<file path="src/rtl/alu_arbiter.sv">
// Two-requester front end for a shared external combinational ALU.
// Define ALU_ARB_RR_EN for round-robin arbitration; fixed priority otherwise.
module alu_arbiter #(
  parameter int DATA_W = 32
) (
  input  logic              clk,
  input  logic              rst,
  input  logic              req0_valid,
  input  logic              req1_valid,
  output logic              req0_ready,
  output logic              req1_ready,
  input  logic [DATA_W-1:0] req0_a,
  input  logic [DATA_W-1:0] req0_b,
  input  logic [DATA_W-1:0] req1_a,
  input  logic [DATA_W-1:0] req1_b,
  input  logic [1:0]        req0_op,
  input  logic [1:0]        req1_op,
  output logic              rsp0_valid,
  output logic              rsp1_valid,
  input  logic              rsp0_ready,
  input  logic              rsp1_ready,
  output logic [DATA_W-1:0] rsp_result,
  output logic [3:0]        rsp_flags,
  output logic [DATA_W-1:0] alu_srca,
  output logic [DATA_W-1:0] alu_srcb,
  output logic [1:0]        alu_ctrl,
  input  logic [DATA_W-1:0] alu_result,
  input  logic [3:0]        alu_flags,
  output logic [15:0]       ops_count
);

  localparam logic [1:0] IDLE = 2'd0;
  localparam logic [1:0] EXEC = 2'd1;
  localparam logic [1:0] RESP = 2'd2;

  logic [1:0]        state_q;
  logic [1:0]        state_d;
  logic [DATA_W-1:0] a_q;
  logic [DATA_W-1:0] b_q;
  logic [1:0]        op_q;
  logic [DATA_W-1:0] res_q;
  logic [3:0]        flags_q;
  logic              gnt_q;
  logic [15:0]       cnt_q;

  logic idle;
  logic in_resp;
  logic gnt1;
  logic accept;
  logic rsp_fire;

  // Handshake outputs stay quiet for the whole reset cycle.
  assign idle    = (state_q == IDLE) && !rst;
  assign in_resp = (state_q == RESP) && !rst;

`ifdef ALU_ARB_RR_EN
  logic last_q;

  assign gnt1 = req1_valid & (~req0_valid | ~last_q);

  always_ff @(posedge clk) begin
    if (rst) begin
      last_q <= 1'b1;
    end else if (accept) begin
      last_q <= gnt1;
    end
  end
`else
  assign gnt1 = req1_valid & ~req0_valid;
`endif

  assign req0_ready = idle & req0_valid & ~gnt1;
  assign req1_ready = idle & gnt1;
  assign accept     = req0_ready | req1_ready;

  assign rsp0_valid = in_resp & ~gnt_q;
  assign rsp1_valid = in_resp & gnt_q;
  assign rsp_fire   = (rsp0_valid & rsp0_ready)
                    | (rsp1_valid & rsp1_ready);

  assign alu_srca   = a_q;
  assign alu_srcb   = b_q;
  assign alu_ctrl   = op_q;
  assign rsp_result = res_q;
  assign rsp_flags  = flags_q;
  assign ops_count  = cnt_q;

  always_comb begin
    state_d = state_q;
    unique case (state_q)
      IDLE: if (accept) state_d = EXEC;
      EXEC: state_d = RESP;
      RESP: if (rsp_fire) state_d = IDLE;
      default: state_d = IDLE;
    endcase
  end

  always_ff @(posedge clk) begin
    if (rst) begin
      state_q <= IDLE;
      a_q     <= '0;
      b_q     <= '0;
      op_q    <= '0;
      res_q   <= '0;
      flags_q <= '0;
      gnt_q   <= 1'b0;
      cnt_q   <= '0;
    end else begin
      state_q <= state_d;
      if (accept) begin
        a_q   <= gnt1 ? req1_a  : req0_a;
        b_q   <= gnt1 ? req1_b  : req0_b;
        op_q  <= gnt1 ? req1_op : req0_op;
        gnt_q <= gnt1;
      end
      if (state_q == EXEC) begin
        res_q   <= alu_result;
        flags_q <= alu_flags;
      end
      if (rsp_fire) begin
        cnt_q <= cnt_q + 16'd1;
      end
    end
  end

endmodule

</file>
<file path="config.mk">
export PLATFORM = sky130hd
export DESIGN_NAME = alu_arbiter
export DESIGN_NICKNAME = d
export VERILOG_FILES = /design/src/rtl/alu_arbiter.sv
export SDC_FILE = /design/constraint.sdc
export NUM_CORES = 1
export LEC_CHECK = 0
export ABC_AREA = 1
export CELL_PAD_IN_SITES_DETAIL_PLACEMENT = 1
export CELL_PAD_IN_SITES_GLOBAL_PLACEMENT = 1
export CORE_UTILIZATION = 26
export DETAILED_ROUTE_END_ITERATION = 16
export PLACE_DENSITY = 0.8
export RECOVER_POWER = 25
export REMOVE_ABC_BUFFERS = 1
export SYNTH_ARGS = -nofsm -noshare
export SYNTH_HDL_FRONTEND = slang
export SYNTH_SLANG_ARGS = --single-unit
</file>
<file path="constraint.sdc">
create_clock -name clk -period 1.6 [get_ports clk]
set_input_delay 0.24 -clock clk [delete_from_list [all_inputs] [get_ports clk]]
set_output_delay 0.24 -clock clk [all_outputs]
set_load 0.05 [all_outputs]
</file>
==> results.py <==
metrics = {
    "status": {
        "status": "finished clean",
    },
    "place": {
        "pre_cts_ws_ns": -0.162,
        "hpwl_um": 16000,
        "place_congestion": 0.779,
        "port_buffers": 295,
        "place_area_sq_um": 8710,
    },
    "global_route": {
        "antenna_found_initial": 1,
        "grt_max_degree": 47,
        "grt_pass1_wl_um": 32300,
        "grt_pass1_vias": 6466,
        "grt_util_all_layers_pct": 19.0,
        "overflow": 0,
    },
    "critical_path": {
        "start_kind": "flop",
        "path_class": "reg -> out",
        "worstPathMaxFanout": 3,
        "worstPathArrival_ns": 1.29,
        "cp-end-kind": "output pin",
        "crit_required_ns": 1.36,
    },
    "logic_synthesis": {
        "netlist_area_sq_um": 5560,
        "postSynthAreaPerCell_sq_um": 6.83,
        "synth_area_leader_cell": "dfxtp_1",
        "synth_seq_cells": 121,
        "ys_warn_count": 0,
        "ys_types": 27,
        "yosysTopAreaCellShare_pct": 43.5,
        "synthTopCellsByArea": "dfxtp_1, nor2_1, nand2_1",
        "syn_inst": 815,
        "ys_seq_area_share_pct": 43.5,
    },
    "sta": {
        "setup_viol": 0,
        "period_share_pct": 95.8,
        "fin_skew_ns": 0.00900,
        "relSlewSlack_pct": 53.9,
        "fin_crit_ns": 1.53,
        "final.setup.worst_slack_ns": 0.0669,
        "worstMarginPinSlew_ns": 0.690,
        "hold_violations": 0,
        "hold_slack_ns": 0.274,
        "fmax_ghz": 0.652,
        "finalSetupTns_ns": 0,
        "slew_violations": 0,
        "grt_setup_unrepaired": "no",
    },
    "finish": {
        "nets": 1288,
        "final_common_cell": "nor2_1",
        "layout_common_cells": "nor2_1, clkdlybuf4s50_1, nand2_1, dfxtp_1, o21ai_0",
        "area_growth_pct": 67.1,
        "drive_gt1_share_pct": 22.0,
        "n_fill_cell": 2663,
        "fin_area_sq_um": 9300,
    },
    "routing": {
        "final_antenna_net_count": 0,
        "viasPerCell": 4.54,
        "wl_per_cell_um": 15.0,
        "drt-initial-drc-count": 118,
        "num_vias": 6354,
        "firstDrtPassIters": 4,
        "routed_wl_um": 21000,
        "drc_errors": 0,
    },
    "cts": {
        "cts_sinks": 121,
        "htreeDepth": 4,
        "cts_tree": "yes",
        "cts.clk_slew.worst_paths_ns": 0.05,
        "cts_buffers": 17,
        "clk_latency_ns": 0.41,
        "cts_buffer_depth": 2,
        "cts_hold_buf": 0,
        "clock-root-buffer": "clkbuf_16",
    },
    "die": {
        "die_height_um": 148,
        "initial_utilization_pct": 26.5,
        "die_area_sq_um": 22000,
        "core_sq_um": 21000,
        "ios": 296,
        "num_rows": 53,
        "fp.dieW_um": 148,
    },
    "power_and_ir_drop": {
        "power_density_nw_per_um2": 1150,
        "vdd_drop_max_mv": 0.573,
        "p_leak_nw": 4.19,
    },
    "job": {
        "maxCapViolations": 0,
    },
    "worst_hold_path": {
        "hp-class": "in -> reg",
    },
}
[sequential cells by signal, indices dropped and copies added (netlist names)]
register	count
rsp_result	32
alu_ctrl	2
ops_count	16
alu_srcb	32
alu_srca	32
gnt_q	1
state_q	2
rsp_flags	4
[logic make-up after synthesis]
kind of cell | after synthesis | synth area share, %
flops | 121 | 43.5
buf+inv | 74 | 7.13
compound gates | 121 | 11.4
fa+ha+maj | 1 | 0.225
xor+xnor | 1 | 0.157
simple gates | 497 | 37.6
[final cells by class]
| class | instances | area, sq um | area share [%] |
|---|---|---|---|
| timing repair buffer | 336 | 3040 | 32.7 |
| multi-input combinational | 620 | 2800 | 30.1 |
| sequential | 121 | 2430 | 26.1 |
| clock buffer | 21 | 470 | 5.06 |
| tap | 275 | 344 | 3.70 |
| clock inverter | 8 | 145 | 1.56 |
| inverter | 17 | 68.8 | 0.740 |
| antenna | 1 | 2.50 | 0.0269 |
[final timing paths]
path / cells past startpoint / slack, ns / endpoint / startpoint
hold / removal: 4 / 0.27 / gnt_q / rst
setup / recovery: 5 / 0.07 / req0_ready / state_q[1]
hold reg to reg: 2 / 0.48 / alu_srca[22] / alu_srca[22]
setup reg to reg: 9 / 0.13 / alu_srca[17] / state_q[1]
[cells in the mapped netlist (all sizes together)]
cell type	instances
dfxtp	121
o22ai	2
nand3	83
nor2	242
nand2	167
ha	1
inv	17
a21oi	14
o21ai	105
nor3	1
nand4	3
xor2	1
buf	31
clkbuf	26
nand3b	1
[metal layers]
| layer | vias to the layer above | wire (um) | track usage [%] |
|---|---|---|---|
| met1 | 2920 | 8300 | 19.9 |
| met4 | 0 | 253 | 5.52 |
| met5 | - | 0 | 0 |
| li1 | 3207 | - | - |
| met3 | 17 | 1910 | 7.88 |
| met2 | 210 | 10500 | 34.5 |
[what timing repair did]
action	CTS	global route
resized for setup	15	13
endpoints found under the setup margin	4	67
pin swaps	4	8
setup buffers	3	2
[power by group]
| group | leakage, nW | total [mW] | internal (mW) | switching, mW |
|---|---|---|---|---|
| logic | 2.90 | 3.10 | 1.09 | 2.01 |
| clock network | 0.297 | 4.05 | 2.70 | 1.35 |
| registers | 0.996 | 3.51 | 3.33 | 0.181 |
| total | 4.19 | 10.7 | 7.12 | 3.54 |
[critical path: stages (launching register included)]
cell and delay [ns]:
dfxtp_4 0.36, nor2_4 0.10, nand2_4 0.08, nor2_4 0.10, buf_6 0.11, buf_12 0.13
[through the flow]
step           utilization (%)  cells  power, mW
6_report                  44.2   1399       10.7
5_1_grt                   44.2   1398       11.1
4_1_cts                   44.7   1396       10.9
3_5_place_dp              41.4   1364       6.78
3_3_place_gp              41.4   1364       6.72
2_1_floorplan                -    758       5.33
Power figures use the tool's default switching activity.
